File: src/rtl/bus_err_drain.sv
// Drains the bus error unit's FIFO one entry per take, holds it as a record on a
// valid/ready stream, and keeps a saturating error count, sticky code mask and overflow flag.
module bus_err_drain #(
    parameter int AddrWidth     = 48,
    parameter int MetaDataWidth = 1,
    parameter int ErrBits       = 3,
    parameter int CntWidth      = 16
) (
    input  logic                      clk_i,
    input  logic                      rst_i,
    input  logic                      enable_i,
    input  logic                      err_irq_i,
    input  logic [ErrBits-1:0]        err_code_i,
    input  logic [AddrWidth-1:0]      err_addr_i,
    input  logic [MetaDataWidth-1:0]  err_meta_i,
    output logic                      err_fifo_pop_o,
    output logic                      rec_valid_o,
    input  logic                      rec_ready_i,
    output logic [ErrBits-1:0]        rec_code_o,
    output logic [AddrWidth-1:0]      rec_addr_o,
    output logic [MetaDataWidth-1:0]  rec_meta_o,
    output logic [CntWidth-1:0]       err_count_o,
    output logic [(2**ErrBits)-1:0]   code_seen_o,
    output logic                      overflow_o,
    input  logic                      cnt_clear_i,
    output logic                      busy_o
);

    localparam int NumCodes = 2 ** ErrBits;

    typedef enum logic [0:0] {
        ST_IDLE = 1'b0,
        ST_SEND = 1'b1
    } state_t;

    state_t                     state_r;
    state_t                     state_next_s;
    logic                       take_s;
    logic                       rec_valid_r;
    logic                       busy_r;
    logic [ErrBits-1:0]         rec_code_r;
    logic [AddrWidth-1:0]       rec_addr_r;
    logic [MetaDataWidth-1:0]   rec_meta_r;
    logic [CntWidth-1:0]        err_count_r;
    logic [NumCodes-1:0]        code_seen_r;
    logic                       overflow_r;

    function automatic logic [NumCodes-1:0] code_onehot(input logic [ErrBits-1:0] code);
        logic [NumCodes-1:0] mask;
        mask       = '0;
        mask[code] = 1'b1;
        return mask;
    endfunction

    // Pop decision: the slot is free when idle or when the held record leaves this cycle.
    // Reset gates it so a pending irq during reset never pops.
    always_comb begin
        take_s = 1'b0;
        if (!rst_i && enable_i && err_irq_i) begin
            take_s = (state_r == ST_IDLE) || ((state_r == ST_SEND) && rec_ready_i);
        end else begin
            take_s = 1'b0;
        end
    end

    // Next-state logic for the record holder.
    always_comb begin
        state_next_s = state_r;
        case (state_r)
            ST_IDLE: begin
                if (take_s) begin
                    state_next_s = ST_SEND;
                end else begin
                    state_next_s = ST_IDLE;
                end
            end
            ST_SEND: begin
                if (rec_ready_i) begin
                    state_next_s = take_s ? ST_SEND : ST_IDLE;
                end else begin
                    state_next_s = ST_SEND;
                end
            end
            default: state_next_s = ST_IDLE;
        endcase
    end

    // State register with registered valid/busy mirrors of the next state.
    always_ff @(posedge clk_i) begin
        if (rst_i) begin
            state_r     <= ST_IDLE;
            rec_valid_r <= 1'b0;
            busy_r      <= 1'b0;
        end else begin
            state_r     <= state_next_s;
            rec_valid_r <= (state_next_s == ST_SEND);
            busy_r      <= (state_next_s == ST_SEND);
        end
    end

    // Record capture from the FIFO head on every take.
    always_ff @(posedge clk_i) begin
        if (rst_i) begin
            rec_code_r <= '0;
            rec_addr_r <= '0;
            rec_meta_r <= '0;
        end else if (take_s) begin
            rec_code_r <= err_code_i;
            rec_addr_r <= err_addr_i;
            rec_meta_r <= err_meta_i;
        end
    end

    // Statistics: clear wins over a same-cycle take, which is then neither counted nor marked.
    always_ff @(posedge clk_i) begin
        if (rst_i || cnt_clear_i) begin
            err_count_r <= '0;
            code_seen_r <= '0;
            overflow_r  <= 1'b0;
        end else if (take_s) begin
            code_seen_r <= code_seen_r | code_onehot(err_code_i);
            if (err_count_r == {CntWidth{1'b1}}) begin
                overflow_r <= 1'b1;
            end else begin
                err_count_r <= err_count_r + CntWidth'(1);
            end
        end
    end

    assign err_fifo_pop_o = take_s;
    assign rec_valid_o    = rec_valid_r;
    assign busy_o         = busy_r;
    assign rec_code_o     = rec_code_r;
    assign rec_addr_o     = rec_addr_r;
    assign rec_meta_o     = rec_meta_r;
    assign err_count_o    = err_count_r;
    assign code_seen_o    = code_seen_r;
    assign overflow_o     = overflow_r;

endmodule

File: config.mk
export PLATFORM = sky130hd
export DESIGN_NAME = bus_err_drain
export DESIGN_NICKNAME = d
export VERILOG_FILES = /design/src/rtl/bus_err_drain.sv
export SDC_FILE = /design/constraint.sdc
export NUM_CORES = 1
export LEC_CHECK = 0
export CORE_MARGIN = 1
export CORE_UTILIZATION = 40
export CTS_CLUSTER_SIZE = 16
export DETAILED_ROUTE_END_ITERATION = 12
export PLACE_DENSITY_LB_ADDON = 0.08
export SYNTH_ARGS = -nofsm -noshare
export SYNTH_HDL_FRONTEND = slang
export SYNTH_SLANG_ARGS = --single-unit
File: constraint.sdc
create_clock -name clk_i -period 2.04 [get_ports clk_i]
set_input_delay 0.408 -clock clk_i [delete_from_list [all_inputs] [get_ports clk_i]]
set_output_delay 0.408 -clock clk_i [all_outputs]
set_load 0.1 [all_outputs]
Yosys cells after proc, flatten, opt, wreduce, memory -nomap -nowiden --
Index checks and enable logic that the tools add are counted.
Storage, ports and cells: output and inout bits 80, flip-flop bits (word level) 78
Cells by class: add/sub/neg operators 1, mux-type cells 6, equal/unequal tests 1, magnitude comparators 2, bitwise operators 3, reductions and logical operators 9
Operators with widths (number):
- $add 16x1->16 const B | 1
- $eq 16x16->1 const B | 1
- $or 8x8->8 | 1
- $logic_and 1x1->1 | 4
- $lt 3x4->1 const B | 1
- $mux 1 | 4
- $reduce_and 2->1 | 2
- $demux 1 s3 | 1
- $ge 3x1->1 const B | 1
- $logic_or 1x1->1 | 2
- $not 1->1 | 2
- $pmux 1 s2 | 1
- $logic_not 1->1 | 1

Depth between registers and ports, before layout --
depth in word-level cells 7, mapped depth 6, gate-level depth less buffers 6

Worst setup path before layout --
Ideal clock, no wire load.
path kind register to output, start reg busy_o (netlist name), end out err_fifo_pop_o, arrival time 2.424 ns, slack -0.792 ns, required time 1.632 ns, buffers on the path 1, stages on the path, launching flop included 5, cell sequence dfxtp_1 nor2b_4 or3_4 inv_1 clkbuf_1
RTL lines:
- end, declared | RTL line 16 | output logic err_fifo_pop_o,

Worst setup path after layout --
start in rec_ready_i, end out err_fifo_pop_o
On the way: longest elaborated chain between the ends 3
RTL lines:
- start, declared | RTL line 18 | input logic rec_ready_i,
- $logic_and 1x1->1 | RTL line 60 | take_s = (state_r == ST_IDLE) || ((state_r == ST_SEND) && rec_ready_i);
- $logic_or 1x1->1 | RTL line 60
- $mux 1 | RTL line 59 | if (!rst_i && enable_i && err_irq_i) begin
Every way passes these cells.

==> summary.md <==
| Metric | Value |
|---|---|
| Final Worst Setup Slack | `0.05387 ns` |
| Setup_tns | `0 ns` |
| Crit-path max cell delay | `0.51 ns` |
| Worst Tran Pin Value | `0.6665 ns` |
| Period utilization | `97.36%` |
| Startpoint Class | `input port` |
| Critical-path cell list | `clkdlybuf4s50_1 > nor2b_4 > or3_4 > inv_4 > buf_12` |
| Number of global-route vias before repair | `2344` |
| Cts hold-fix bufs | `0` |
| Fin. max-slew vios | `0` |
| WP data arrival | `1.58 ns` |
| Final Net Count | `454` |
| Largest family of logic cells by synthesized area | `compound AO/OA/AOI/OAI gates` |
| Worst setup path class | `in -> out` |
| WL per Instance | `15.70 um` |
| Average size of a mapped cell | `11.05 um2` |
| Drt pass-1 iters | `8` |
| P&R area growth vs syn | `60.82%` |
| Simple-Gate Fraction of Synth Area | `14.52%` |
| Number of antenna diodes | `0` |
| Hold path depth | `3` |
| Synth warnings | `0` |
| Mapped Nets | `307` |
| F_max | `0.5035 GHz` |
| Reg2Reg Launch Point | `busy_o` |
| Minimum clock period | `1.986 ns` |
| Cell Area, Synth | `2740 um2` |
| Top cell type's share of synthesized area | `56.99%` |
| GR Util All Layers | `20.73%` |
| Worst Path Buf+Inv | `3` |
| Tot Pwr | `3657 uW` |
| Worst skew pair latency | `0.34 ns` |
| Register bit total from synthesis | `78` |
| Area leader, netlist | `dfxtp_1` |
| Worst slack at placement | `-0.2955 ns` |
| Final setup fails | `0` |
| Worst-case clock buffer depth | `2` |
| Placer Congestion | `0.7924` |
| LEAKAGE | `0.001853 uW` |
| Setup crit end kind | `output pin` |
| Initial antenna violation count | `0` |
| Ys async rst share | `0%` |
| Post-synth top flop | `dfxtp_1` |
| Outcome | `finished with violations` |
| Grt ovf | `0` |
| ANT nets after route | `0` |
| Max Cap Viol | `0` |
| CTS tree | `done` |
| Crit-path max FO | `4` |
| CTS clock-pin slew for the worst setup and hold paths | `0.07 ns` |
| Final WL | `7.490 mm` |
| Cells after Synth | `248` |
| Total number of vias | `2481` |
| Worst Hold Class | `in -> reg` |
| RSZ-0062 raised after global routing | `true` |
| Mux cell area share after synthesis | `0%` |
| Iteration-0 DRC Markers | `79` |
| Worst vdd ir | `0.0004856 V` |
| Synth unique cells | `37` |
| Critical Path RT | `1.63 ns` |
| Worst min-delay path startpoint | `enable_i` |
| Final hold viol count | `0` |
| # DRC | `5` |
| CP max-delay cell | `clkdlybuf4s50_1` |
| CTS sink count | `78` |
| Sequential share of the synthesized area | `56.99%` |
| Routed vias/inst | `5.201` |
| Family with the most delay on the worst path | `buffers and inverters` |
| CTS Root Cell | `clkbuf_8` |
| Row count | `29` |
| Layout Skew | `0.005487 ns` |
| Layout cells sized above 1 | `35.50%` |
| First-pass GRT wire length | `11.52 mm` |
| Adder-cell share of the synthesized area | `0.4566%` |
| Worst hold slack | `0.3533 ns` |
| RR Endpoint | `err_count_o[15]` |
| H-tree depth | `3` |
| CTS Buf Count | `9` |
| Synth top area cells | `dfxtp_1, a22o_1, nor2_1, xnor2_1, clkbuf_1` |
| Die X | `84.77 um` |
| Dpl hpwl | `5.032 mm` |
| Starting Density | `42.19%` |
| Failing checks | `DRC` |
| Largest net degree at the start of global routing | `53` |
| EDFF count, synth | `0` |
| Hold Crit Endpoint | `busy_o` |
| Total core area | `6495 um2` |
| FF-to-FF path depth | `6` |
| Power Density | `829.8 nW/um2` |
| XOR/XNOR share of the synthesized area | `4.155%` |
| IO Port Bufs | `137` |
| Die area | `7185 um2` |
| Compound-Gate Fraction of Synth Area | `20.82%` |
| Ports | `138` |
| Die height | `84.77 um` |
| R2R Setup Slk | `0.24 ns` |
| Slew headroom | `55.46%` |
-- per-layer routing --
layer  up-vias  GRT usage (%)  wire (um)
met5         -              0          0
met4         0          7.396         67
met3         9          7.866        503
met2        83          33.26       3674
met1      1183          25.49       3245
li1       1206              -          -
-- sequential cells by signal, indices dropped and copies added, names as in the netlist --
register,count
busy_o,1
err_count_o,16
rec_meta_o,1
overflow_o,1
rec_addr_o,48
rec_code_o,3
code_seen_o,8
-- final cells by class --
class / count / area (um2)
Sequential cell: 78 / 1588
Inverter: 2 / 10.01
Timing Repair Buffer: 151 / 1331
Tap cell: 77 / 96.34
Clock buffer: 13 / 168.9
Fill cell: 514 / 2088
Clock inverter: 3 / 65.06
Multi-Input combinational cell: 153 / 1147
-- stage by stage --
step           utilization [%]  area (um2)  instances
6_report                 67.85        4407        477
5_1_grt                  67.85        4407        477
4_1_cts                  67.04        4354        476
3_5_place_dp             63.09        4098        457
3_3_place_gp             63.09        4098        457
2_1_floorplan                -        2768        248
-- synth_stat cells (all sizes together) (2+ instances only) --
| master | number |
|---|---|
| inv | 2 |
| and3 | 2 |
| nand4 | 7 |
| and2 | 2 |
| nor3 | 4 |
| nor2 | 30 |
| nor4 | 6 |
| buf | 6 |
| and4 | 2 |
| a31oi | 5 |
| nor2b | 3 |
| xnor2 | 12 |
| dfxtp | 78 |
| nand3 | 2 |
| nand2 | 7 |
| a22o | 52 |
| a21oi | 7 |
| clkbuf | 10 |
-- cells by family after synthesis --
logic type | Yosys count
DFF | 78
AOI/OAI and AO/OA | 69
xor gates and xnor gates | 13
and+or+nand+nor | 69
adders and majority gates | 1
buffers and inverters | 18
-- cell usage in the layout (no fill, tap or decap), types with 3 or more instances in the layout --
cell type and n:
a21oi_1 6, a22o_1 52, a31oi_1 5, buf_12 4, buf_4 90, clkbuf_8 12
clkdlybuf4s50_1 55, dfxtp_1 61, dfxtp_2 15, nand2_1 7, nand4_1 6, nor2_1 29
nor3_1 4, nor4_2 3, xnor2_1 12
-- how the worst max path moves through the flow --
stage / start / cells past startpoint / end / slack (ns)
final: rec_ready_i / 5 / err_fifo_pop_o / 0.05
after global routing: rec_ready_i / 7 / err_count_o[15] / -0.003
after CTS: err_irq_i / 8 / err_count_o[13] / 0.02
after detailed placement: rec_ready_i / 7 / err_count_o[13] / -0.30
after global placement: rec_ready_i / 7 / err_count_o[13] / -0.27
after floorplan: busy_o / 4 / err_fifo_pop_o / -0.06
-- tightest hold or removal path, delay by kind of cell --
kind / cells / cell delay (ns)
buffers and inverters: 1 / 0.11
and+or+nand+nor: 1 / 0.07
AOI/OAI and AO/OA: 1 / 0.07
-- power breakdown --
group	internal (uW)	total, uW	switching, uW	leakage [uW]
clock network	788	1310	524	0.000120
logic	228	741	513	0.00109
registers	1570	1600	30.5	0.000644
-- what timing repair did --
action / CTS / global route
endpoints found under the hold margin: 0 / 0
pin swaps: 1 / 3
gates cloned: 0 / 1
gates resized for setup: 1 / 8
setup endpoints to repair: 1 / 58
buffers inserted: 3 / 0
(Power assumes the default switching activity.)
